<file path="src/rtl/pwm.sv">
// Motor-speed PWM: 4-bit duty code -> fixed 15-step period, high for `result` steps.
// Latency: a duty change is latched at the period wrap and appears on speed_motor one clock later.
// Backpressure: none; `result` is sampled continuously and used only at the wrap.
//
// Ports:
//   clk          system clock, rising-edge active
//   rstN         asynchronous active-low reset
//   result[3:0]  duty code 0..15 (0 = always low, 15 = always high)
//   speed_motor  registered PWM drive
module pwm #(
  parameter int PRESCALE = 1
) (
  input  logic       clk,
  input  logic       rstN,
  input  logic [3:0] result,
  output logic       speed_motor
);

  localparam int PW = (PRESCALE > 1) ? $clog2(PRESCALE) : 1;
  localparam logic [PW-1:0] PRE_MAX = PW'(PRESCALE - 1);
  localparam logic [3:0] CNT_MAX = 4'd14;

  logic [PW-1:0] pre;
  logic [3:0]    cnt;
  logic [3:0]    duty_q;
  logic          tick;

  // With PRESCALE == 1, PRE_MAX is 0 and pre never leaves 0, so tick is
  // permanently asserted without needing a separate code path.
  assign tick = (pre == PRE_MAX);

  always_ff @(posedge clk or negedge rstN) begin
    if (!rstN) begin
      pre         <= '0;
      cnt         <= '0;
      duty_q      <= '0;
      speed_motor <= 1'b0;
    end else begin
      if (tick) begin
        pre <= '0;
      end else begin
        pre <= pre + PW'(1);
      end

      // The duty is only latched at the wrap, so a period is never cut short
      // or stretched by a mid-period code change.
      if (tick) begin
        if (cnt == CNT_MAX) begin
          cnt    <= '0;
          duty_q <= result;
        end else begin
          cnt <= cnt + 4'd1;
        end
      end

      // cnt tops out at 14, so a duty of 15 keeps the output high forever.
      speed_motor <= (cnt < duty_q);
    end
  end

endmodule

</file>
<file path="config.mk">
export PLATFORM = sky130hd
export DESIGN_NAME = pwm
export DESIGN_NICKNAME = d
export VERILOG_FILES = /design/src/rtl/pwm.sv
export SDC_FILE = /design/constraint.sdc
export NUM_CORES = 1
export LEC_CHECK = 0
export ABC_AREA = 0
export BUFFER_PORTS_ARGS = -buffer_cell sky130_fd_sc_hd__buf_4
export CAP_MARGIN = 10
export CORE_MARGIN = 3
export CORE_UTILIZATION = 30
export CTS_BUF_LIST = sky130_fd_sc_hd__clkbuf_4 sky130_fd_sc_hd__clkbuf_8 sky130_fd_sc_hd__clkbuf_16
export DETAILED_ROUTE_END_ITERATION = 16
export GPL_TIMING_DRIVEN = 1
export PLACE_DENSITY = 0.49
export SLEW_MARGIN = 20
export SYNTH_ARGS = -nofsm -noshare
export SYNTH_HDL_FRONTEND = slang
export SYNTH_SLANG_ARGS = --single-unit
</file>
<file path="constraint.sdc">
create_clock -name clk -period 1.5 [get_ports clk]
set_clock_uncertainty 0.1 [all_clocks]
set_input_delay 0.45 -clock clk [delete_from_list [all_inputs] [get_ports clk]]
set_output_delay 0.45 -clock clk [all_outputs]
set_load 0.03 [all_outputs]
</file>
After elaboration in Yosys (flattened, before gate mapping) --
Index checks and enable logic that the tools add are counted.
Storage, ports and cells: bits in registers 10, bits of input ports 6, output and inout bits 1
Operators by class: equality and inequality tests 1, order comparisons 1, $add $sub $neg 2, bitwise logic cells 1, multiplexer cells 2, reductions and logical operators 1
Operator list (count):
- 4-bit by 1-bit adder with 4-bit output (second input constant) | 1
- 4-bit equality test (second input constant) | 1
- 4-bit less-than comparator | 1
- 4-bit two-way mux | 1
- 2-bit AND reduction | 1
- 1-bit adder (second input constant) | 1
- 1-bit two-way mux | 1
- 1-bit NOT | 1

Longest topological paths before layout --
Gate-level depths: netlist of run 1.
depth in word-level cells 2, gate-level depth with buffers 4, gate-level depth less buffers 4

Worst setup path before layout of run 1 --
OpenSTA, ideal clock, no wires.
path kind register to register, from register cnt[1], to register speed_motor, data required time 1.269 ns, buffers on the path 0, arrival 1.118 ns, slack 0.151 ns, stages on the path, launching flop included 4, cell sequence dfrtp_1 -> ha_1 -> a2111oi_2 -> or3_1
Between the ends: cells in the longest elaborated chain, start to end 1
RTL lines:
- from (decl) | line 24 | logic [3:0] cnt;
- from (signal assigned) | line 52 | cnt <= cnt + 4'd1;
- 4-bit less-than comparator | line 57 | speed_motor <= (cnt < duty_q);
- to (signal assigned) | line 57
- to (decl) | line 16 | output logic speed_motor
No other way between the ends. A chain may end at the register's enable or synchronous reset.

Final worst setup path of run 1 --
from register cnt[3], to register speed_motor
The elaborated chain is that of the path after synthesis.

==> results of run 1 <==
[routing by layer]
layer / part of all wire / vias up
li1: - / 149
met5: 0 / -
met2: 0.50 / 7
met3: 0.073 / 0
met4: 0 / 0
met1: 0.43 / 144
[layout by cell type (no fill, tap or decap)]
master         synthesis  layout
dfrtp_1                9       9
buf_4                  0       7
mux2_2                 5       5
nand2_1                4       4
inv_1                  3       3
o21ai_0                3       3
ha_1                   3       3
clkbuf_4               0       3
a21oi_1                1       1
a31oi_1                1       1
nand2b_1               1       1
a2111oi_2              1       1
nor3_1                 1       1
nor2_1                 1       1
or3_1                  1       1
or2b_1                 1       1
nand4b_1               1       1
clkinv_2               0       1
dlygate4sd3_1          0       1
[registers in the layout (all words and copies together) (netlist names)]
| register | cells |
|---|---|
| cnt | 4 |
| speed_motor | 1 |
| duty_q | 4 |
[through the flow]
stage	cells	worst slack (ns)	util
after floorplan	36	0.151	-
after CTS	62	0.127	0.437
after detailed placement	57	0.165	0.406
after global placement	57	0.184	0.406
final	62	0.149	0.437
after global routing	62	0.0212	0.437
[how the worst max path moves through the flow]
stage / start / to / cells after the start
after global routing: cnt[3]$_DFF_PN0_ / speed_motor$_DFF_PN0_ / 3
after detailed placement: cnt[2]$_DFF_PN0_ / speed_motor$_DFF_PN0_ / 3
final: cnt[3]$_DFF_PN0_ / speed_motor$_DFF_PN0_ / 3
after CTS: cnt[3]$_DFF_PN0_ / speed_motor$_DFF_PN0_ / 3
after floorplan: cnt[1]$_DFF_PN0_ / speed_motor$_DFF_PN0_ / 3
after global placement: cnt[2]$_DFF_PN0_ / speed_motor$_DFF_PN0_ / 3
[kinds of logic after synthesis]
logic type | count (synthesis)
fa+ha+maj | 3
flops | 9
buf+inv | 3
compound gates | 6
mux | 5
simple gates | 10
[worst reg2reg max path, cell delays in order (launching register included)]
cell and delay (ns):
dfrtp_1 0.44, ha_1 0.27, a2111oi_2 0.33, or3_1 0.15
[synth_stat cells]
cell type,count,area share
inv_1,3,0.027
ha_1,3,0.089
dfrtp_1,9,0.53
a2111oi_2,1,0.035
or3_1,1,0.015
nor3_1,1,0.012
nor2_1,1,0.0088
o21ai_0,3,0.035
a31oi_1,1,0.015
mux2_2,5,0.13
a21oi_1,1,0.012
nand2_1,4,0.035
nand4b_1,1,0.021
nand2b_1,1,0.015
or2b_1,1,0.018
[final cells by class]
cell class                 instances  area (sq um)
multi-input combinational         24           188
tap                               14          17.5
timing repair buffer               8          62.6
clock buffer                       3          22.5
inverter                           3          11.3
sequential                         9           225
clock inverter                     1          5.00
fill                             122           684
[power by group]
| part | internal [W] | switching (W) |
|---|---|---|
| sequential | 0.000250 | 0.00000318 |
| combinational | 0.0000213 | 0.0000167 |
| clock | 0.0000983 | 0.0000856 |
==> metrics.md, run 1 <==
| Metric | Value |
|---|---|
| Status | finished, final reports clean |
| DRT iter0 DRCs | 3 |
| Residual DRC | 0 |
| All-layer global routing usage | 0.104 |
| #FFs+latches synth | 9 |
| Largest net degree at the start of global routing | 10 |
| Max_slew headroom | 0.832 |
| GR Util met2 | 0.163 |
| First-pass GRT wire length | 1.39 mm |
| Worst min path class | input pin to flop |
| TritonCTS buffer count | 3 |
| Final Hold Fails | 0 |
| Routed WL | 798 um |
| Slowest stage cell on the critical path | dfrtp_1 |
| CTS tree | done |
| Least-Margin Pin Slew | 0.252 ns |
| Fin crit period | 1.35 ns |
| Worst path cell trace | ha_1 > a2111oi_2 > or3_1 |
| CTS resizes | 0 |
| Die Area | 1900 sq um |
| Clock slew at reported path FFs | 0.06 ns |
| Worst VDD drop | 0.603 mV |
| Initial antenna violation count | 0 |
| Synthesized area per cell | 11.8 sq um |
| Via count | 300 |
| R2R setup slack | 0.15 ns |
| Routed Antenna Nets | 0 |
| Final worst-path cycle share | 0.901 |
| Port Buffer Count | 6 |
| Post-route cell area | 532 sq um |
| H-tree lvl count | 1 |
| Post-Synth Simple-Gate Area | 0.124 |
| Synth Warn # | 0 |
| Cell family with most CP delay | flip-flops |
| GR peak layer | met2 |
| Critical path required time | 1.60 ns |
| CP Buf/Inv Count | 0 |
| Placed cell area | 494 sq um |
| Crit path launch type | flop |
| Core area | 1220 sq um |
| Ant. Diodes | 0 |
| CP endpoint kind | flop |
| Met3 global-route usage | 0.0747 |
| Vias/cell | 4.84 |
| TNS Setup | 0 ns |
| Crit path DAT | 1.45 ns |
| WHS | 0.322 ns |
| Met1 Usage GRT | 0.109 |
| Mapped cell area | 424 sq um |
| Worst path max stage delay | 0.44 ns |
| Insertion delay to the later sink of the worst-skew pair | 0.26 ns |
| Reg2Reg Depth | 3 |
| P_leak | 0.252 nW |
| Synthesized Nets | 45 |
| Maximum clock rate | 740 MHz |
| Main combinational cell family by area after synthesis | multiplexers |
| Post-Synthesis Cells | 36 |
| Grt ovf | 0 |
| Root buffer cell | clkbuf_4 |
| Clock Sink Count | 9 |
| Post-CTS Hold Buffers | 1 |
| Total power per unit cell area | 893 nW/um^2 |
| Drt first pass iters | 2 |
| WS Path Type | flop to flop |
| Worst R2R Start | cnt[3]$_DFF_PN0_ |
| Row count | 12 |
| Post-Synth XOR/XNOR Area | 0 |
| Post-synthesis sequential area ratio | 0.531 |
| Hold EP | duty_q[0]$_DFFE_PN0N_ |
| Placer Congestion | 0.733 |
| Starting Density | 0.349 |
| Source of the worst hold timing path | result[0] |
| Post-CTS setup buffer count | 0 |
| MaxCap Viol Count | 0 |
| Die Ht | 43.6 um |
| Worst flop-to-flop path endpoint | speed_motor$_DFF_PN0_ |
| Mux cell area share after synthesis | 0.133 |
| Final setup viols | 0 |
| Layout cell share with drive strength beyond 1 | 0.354 |
| Vias in the first global route | 325 |
| Die Wd | 43.6 um |
| Unique masters post-synth | 15 |
| CP max FO | 7 |
| Final Slew Violations | 0 |
| Adder-Cell Fraction of Synth Area | 0.0885 |
| Post-DP HPWL | 594 um |
| Routed len/inst | 12.9 um |
| Syn-to-layout area delta | 25.4% |
| Fin nets | 58 |
| Io pins | 7 |
| Post-synthesis compound-gate area fraction | 0.0973 |
| Final Power | 0.000475 W |
| Worst-case clock buffer depth | 2 |
| Hold Crit Depth | 2 |
| RSZ-0062 raised after global routing | no |
No activity file was read; power rests on OpenSTA's default activity.
==> run 2: changes to the inputs <==
Settings changed: ABC_AREA 0 to 1.
==> run 2 against run 1 <==
  * Die area rose by 3.3%
  * Register-to-register slack improved by 0.16 ns
  * Sequential share of layout area fell by 0.97 points
  * Sequential power barely moved
  * Highest routed layer unchanged
==> metrics.md, run 2 <==
| Metric | Value |
|---|---|
| Status | finished, final reports clean |
| Commonest cells post-synth | inv_1 (12), nand2_1 (11), dfrtp_1 (9) |
| Final Hold Fails | 0 (unchanged) |
| CTS tree | done |
| Worst VDD drop | 0.575 mV (-4.7%) |
| First-pass GRT wire length | 1.19 mm (-14%) |
| Core area | 1330 sq um (+9.7%) |
| Top sig layer | met3 |
| Routed WL | 673 um (-16%) |
| Least-Margin Pin Slew | 0.238 ns (-0.0142 ns) |
| Number of synthesized flops with an enable pin | 0 (unchanged) |
| TritonCTS buffer count | 3 (unchanged) |
| Root buffer cell | clkbuf_4 |
| Most numerous cell in the Yosys netlist | inv_1 |
| H-tree lvl count | 1 (unchanged) |
| TNS Setup | 0 ns (unchanged) |
| Slowest stage cell on the critical path | dfrtp_1 |
| Largest net degree at the start of global routing | 10 (unchanged) |
| Worst path cell trace | buf_4 |
| Synthesized area per cell | 8.99 sq um (-24%) |
| Worst path max stage delay | 0.36 ns (-0.08 ns) |
| Top_reg_cell synth | dfrtp_1 |
| Critical path required time | 0.95 ns (-0.65 ns) |
| Worst-case clock buffer depth | 2 (unchanged) |
| CP Buf/Inv Count | 1 (+1) |
| Maximum clock rate | 757 MHz (+2.3%) |
| CP endpoint kind | output port |
| Initial antenna violation count | 0 (unchanged) |
| Syn-to-layout area delta | 23.6% |
| Starting Density | 0.330 (-0.0186) |
| Ant. Diodes | 0 (unchanged) |
| Metal-1 WL | 347 um (+1.8%) |
| All-layer global routing usage | 0.0876 (-0.0167) |
| Die Area | 1960 sq um (+3.3%) |
| Grt ovf | 0 (unchanged) |
| Commonest non-fill, non-tap cell in the layout | inv_1 |
| Final Util | 0.408 (-0.0292) |
| Final Power | 0.000492 W (+3.6%) |
| Vias/cell | 4.28 (-12%) |
| Port Buffer Count | 6 (unchanged) |
| Clock slew at reported path FFs | 0.06 ns (about the same) |
| WS Path Type | flop to output port |
| Placer Congestion | 0.625 (-15%) |
| MaxCap Viol Count | 0 (unchanged) |
| Final worst-path cycle share | 0.881 (-0.0201) |
| Post-route cell area | 544 sq um (+2.4%) |
| Routed wl met3 | 41 um (-29%) |
| Residual DRC | 0 (unchanged) |
| Vias in the first global route | 276 (-15%) |
| Post-synth ARST share | 1.00 (unchanged) |
| P_leak | 0.320 nW (+27%) |
| Layout cell share with drive strength beyond 1 | 0.200 (-0.154) |
| Die Ht | 44.3 um (+1.6%) |
| #FFs+latches synth | 9 (unchanged) |
| Post-Synthesis Cells | 49 (+36%) |
| Post-DP HPWL | 531 um (-11%) |
| Mapped cell area | 440 sq um (+3.8%) |
| WHS | 0.334 ns (+0.0119 ns) |
| Max_slew headroom | 0.842 (+0.00982) |
| Total power per unit cell area | 903 nW/um^2 (+1.2%) |
| Most frequent cells in the layout | inv_1 (12), nand2_1 (11), dfrtp_1 (9) |
| Routed len/inst | 8.97 um (-30%) |
| Placed cell area | 504 sq um (+2.0%) |
| CP max FO | 1 (-6) |
| Synth Warn # | 0 (unchanged) |
| Synthesized Nets | 58 (+29%) |
| Die Wd | 44.3 um (+1.6%) |
| Io pins | 7 (unchanged) |
| Clock Sink Count | 9 (unchanged) |
| Post-CTS setup buffer count | 0 (unchanged) |
| Routed Antenna Nets | 0 (unchanged) |
| Insertion delay to the later sink of the worst-skew pair | 0.25 ns (about the same) |
| Fin crit period | 1.32 ns (-0.0301 ns) |
| Fin nets | 70 (+21%) |
| DRT iter0 DRCs | 3 (unchanged) |
| RSZ-0062 raised after global routing | no |
| Ranking of synthesized cells by area | dfrtp_1 (51%), inv_1 (10%), nand2_1 (9.4%) |
| Wire length on met2 | 284 um (-29%) |
| Via count | 321 (+7.0%) |
| Row count | 13 (+1) |
| Post-synthesis sequential area ratio | 0.511 (-0.0196) |
| Final setup viols | 0 (unchanged) |
| Biggest regs | cnt (4), duty_q (4), speed_motor (1) |
| Crit path DAT | 0.77 ns (-0.68 ns) |
| Yosys top cell area share | 0.511 (-0.0196) |
| Final Slew Violations | 0 (unchanged) |
| Yosys top cell by area | dfrtp_1 |
| Worst min path class | input pin to flop |
| Unique masters post-synth | 12 (-3) |
| Crit path launch type | flop |
| Cell family with most CP delay | flip-flops |
| Drt first pass iters | 2 (unchanged) |
==> run 2: cell types whose count changed in the layout (fill, tap and decap cells not counted), moves of 2 or more <==
cell     previous run  this run
inv_1               3        12
nand2_1             4        11
mux2_2              5         0
o21ai_1             0         4
o21ai_0             3         0
nand3_1             0         2
nor2_1              1         3
==> run 2: per-layer routing <==
| layer | global-route usage | up-vias |
|---|---|---|
| li1 | - | 174 |
| met1 | 0.129 | 140 |
| met2 | 0.110 | 7 |
| met3 | 0.0610 | 0 |
| met4 | 0 | 0 |
| met5 | 0 | - |
==> run 2: final cells by class <==
type                    instances  area [sq um]
clock buffers                   4          30.0
fillers                       134           790
inverters                      12          45.0
multi-input cells              28           170
flip-flops and latches          9           225
well taps                      15          18.8
repair buffers                  7          55.1
==> run 2: where the power goes <==
group	internal (W)	total [W]	switching [W]
sequential	0.000250	0.000253	0.00000308
clock	0.000120	0.000200	0.0000797
combinational	0.0000201	0.0000390	0.0000190
total	0.000390	0.000492	0.000102
==> run 2: path summary, 6_finish.rpt <==
path,from,end,slack [ns],cells past startpoint
max in group asynchronous,rstN,duty_q[2]$_DFFE_PN0N_,0.71,2
worst max register to register,cnt[3]$_DFF_PN0_,speed_motor$_DFF_PN0_,0.31,3
worst max-delay path,speed_motor$_DFF_PN0_,speed_motor,0.18,1
worst min register to register,duty_q[0]$_DFFE_PN0N_,duty_q[0]$_DFFE_PN0N_,0.38,2
worst min-delay path,result[1],duty_q[1]$_DFFE_PN0N_,0.33,3
min in group asynchronous,rstN,cnt[2]$_DFF_PN0_,0.46,2
==> run 2: kinds of logic after synthesis <==
logic type	Yosys count	share of synthesized area
buffers and inverters	12	0.102
adders and majority gates	3	0.0852
DFF	9	0.511
and+or+nand+nor	17	0.190
AOI/OAI and AO/OA	8	0.111
==> run 2: through the flow <==
step | worst slack [ns] | std cells
finish | 0.179 | 75
global route | 0.147 | 75
CTS | 0.166 | 75
detailed placement | 0.317 | 70
global placement | 0.333 | 70
floorplan | 0.361 | 49
==> run 2: timing repair <==
item,CTS,global route
endpoints found under the hold margin,9,0
endpoints found under the setup margin,0,0
resized for setup,0,0
hold buffers,1,0
==> run 3: changes to the inputs <==
Settings changed: PLACE_DENSITY 0.49 to 0.6.
==> run 3 against run 2 <==
  * Maximum frequency about the same
  * Largest cell class unchanged
  * Critical path type unchanged
  * Critical path depth is the same
  * Sequential power barely moved
  * Highest routed layer is now met4
  * Wire length up 4.0%
  * Combinational power barely moved
  * Non-clock buffer count did not move
  * Global-route usage decreased by 0.19 points
  * Total power up 1.2%
  * Hold slack better by 0.00068 ns
==> metrics.md, run 3 (synthesized netlist as in run 2, its figures left out) <==
| Metric | Value |
|---|---|
| Status | finished, final reports clean |
| CP Buf/Inv Count | 1 (unchanged) |
| Max_slew headroom | 0.844 (+0.00288) |
| Via count | 325 (+1.2%) |
| Reg2Reg Depth | 3 (unchanged) |
| Layout cell share with drive strength beyond 1 | 0.200 (unchanged) |
| Layout Cells excl Fill | 75 (unchanged) |
| Ant. Diodes | 0 (unchanged) |
| CP max FO | 1 (unchanged) |
| TNS Setup | 0 ns (unchanged) |
| Drt first pass iters | 4 (+2) |
| Hold Crit Depth | 3 (unchanged) |
| Starting Density | 0.330 (unchanged) |
| P_leak | 0.320 nW (unchanged) |
| Io pins | 7 (unchanged) |
| Port Buffer Count | 6 (unchanged) |
| Commonest non-fill, non-tap cell in the layout | inv_1 |
| Row count | 13 (unchanged) |
| Routed len/inst | 9.33 um (+4.0%) |
| Total power per unit cell area | 914 nW/um^2 (+1.2%) |
| RSZ-0062 raised after global routing | no |
| Biggest regs | cnt (4), duty_q (4), speed_motor (1) |
| Clock Sink Count | 9 (unchanged) |
| Final Slew Violations | 0 (unchanged) |
| Residual DRC | 0 (unchanged) |
| Maximum clock rate | 757 MHz (about the same) |
| Final Power | 0.000497 W (+1.2%) |
| Final setup viols | 0 (unchanged) |
| Insertion delay to the later sink of the worst-skew pair | 0.25 ns (about the same) |
| Cell family with most CP delay | flip-flops |
| MaxCap Viol Count | 0 (unchanged) |
| Most frequent cells in the layout | inv_1 (12), nand2_1 (11), dfrtp_1 (9) |
| Least-Margin Pin Slew | 0.233 ns (-0.00433 ns) |
| Fillers | 142 (+6.0%) |
| Crit path launch type | flop |
| Slowest stage cell on the critical path | dfrtp_1 |
| Crit path DAT | 0.77 ns (about the same) |
| Die Area | 1960 sq um (unchanged) |
| Post-CTS setup buffer count | 0 (unchanged) |
| Worst min path class | input pin to flop |
| Die Ht | 44.3 um (unchanged) |
| CP endpoint kind | output port |
| Largest net degree at the start of global routing | 10 (unchanged) |
| CTS tree | done |
| Grt ovf | 0 (unchanged) |
| Final worst-path cycle share | 0.880 (about the same) |
| Die Wd | 44.3 um (unchanged) |
| TritonCTS buffer count | 3 (unchanged) |
| Vias in the first global route | 298 (+8.0%) |
| Post-DP HPWL | 500 um (-5.9%) |
| WP depth | 1 (unchanged) |
| Syn-to-layout area delta | 23.6% (unchanged) |
| All-layer global routing usage | 0.0857 (-0.00190) |
| Inst Count DP | 70 (unchanged) |
| Core area | 1330 sq um (unchanged) |
| Worst path max stage delay | 0.36 ns (about the same) |
| WS Path Type | flop to output port |
| Placer Congestion | 0.640 (+2.4%) |
| Initial antenna violation count | 0 (unchanged) |
| Root buffer cell | clkbuf_4 |
| Routed WL | 700 um (+4.0%) |
| Final Hold Fails | 0 (unchanged) |
| Storage cell area | 225 sq um (unchanged) |
| Fin nets | 70 (unchanged) |
| Fin crit period | 1.32 ns (-0.00120 ns) |
| Worst-case clock buffer depth | 2 (unchanged) |
| Clock slew at reported path FFs | 0.06 ns (about the same) |
| Worst path cell trace | buf_4 |
| Multi-input logic area | 170 sq um (unchanged) |
| First-pass GRT wire length | 1.20 mm (+0.59%) |
| Routed Antenna Nets | 0 (unchanged) |
| Critical path required time | 0.95 ns (about the same) |
| Vias/cell | 4.33 (+1.2%) |
| Worst VDD drop | 0.316 mV (-45%) |
| H-tree lvl count | 1 (unchanged) |
| DRT iter0 DRCs | 10 (+7) |
run 3: metal layers:
metal | vias up | global-route usage | share of wire
met1 | 145 | 0.110 | 0.51
li1 | 172 | - | -
met2 | 6 | 0.125 | 0.44
met4 | 0 | 0.0723 | 0.024
met3 | 2 | 0.0122 | 0.031
met5 | - | 0 | 0
run 3: power by group:
part / total (W) / switching [W] / internal, W / leakage (nW)
clock network: 0.000206 / 0.0000852 / 0.000121 / 0.0184
registers: 0.000252 / 0.00000296 / 0.000249 / 0.108
logic: 0.0000392 / 0.0000191 / 0.0000201 / 0.194
total: 0.000497 / 0.000107 / 0.000390 / 0.320
run 3: cell type report:
type	instances	area share
clock buffers	4	0.0552
inverters	12	0.0828
multi-input cells	28	0.313
flip-flops and latches	9	0.414
well taps	15	0.0345
repair buffers	7	0.101
run 3: worst paths after layout:
check	from	end	slack [ns]
worst min register to register	duty_q[2]$_DFFE_PN0N_	duty_q[2]$_DFFE_PN0N_	0.39
worst max register to register	cnt[3]$_DFF_PN0_	speed_motor$_DFF_PN0_	0.30
min in group asynchronous	rstN	cnt[2]$_DFF_PN0_	0.46
worst max-delay path	speed_motor$_DFF_PN0_	speed_motor	0.18
max in group asynchronous	rstN	duty_q[2]$_DFFE_PN0N_	0.71
worst min-delay path	result[1]	duty_q[1]$_DFFE_PN0N_	0.33
run 3: worst register-to-register path, cell delays in order, from the launching register on:
cell     delay [ns]
dfrtp_1        0.43
ha_1           0.33
a21o_1         0.16
a21oi_1        0.10
run 3: metrics by stage:
step / instance area, sq um / worst slack [ns] / hold WS, ns / util
floorplan: 440 / 0.361 / 0.0544 / -
global placement: 504 / 0.340 / 0.181 / 0.378
detailed placement: 504 / 0.322 / 0.183 / 0.378
CTS: 544 / 0.174 / 0.332 / 0.408
global route: 544 / 0.151 / 0.337 / 0.408
finish: 544 / 0.180 / 0.335 / 0.408
run 3: what timing repair did:
action	CTS	global route
hold buffers	1	0
resized for setup	0	0
endpoints found under the hold margin	9	0
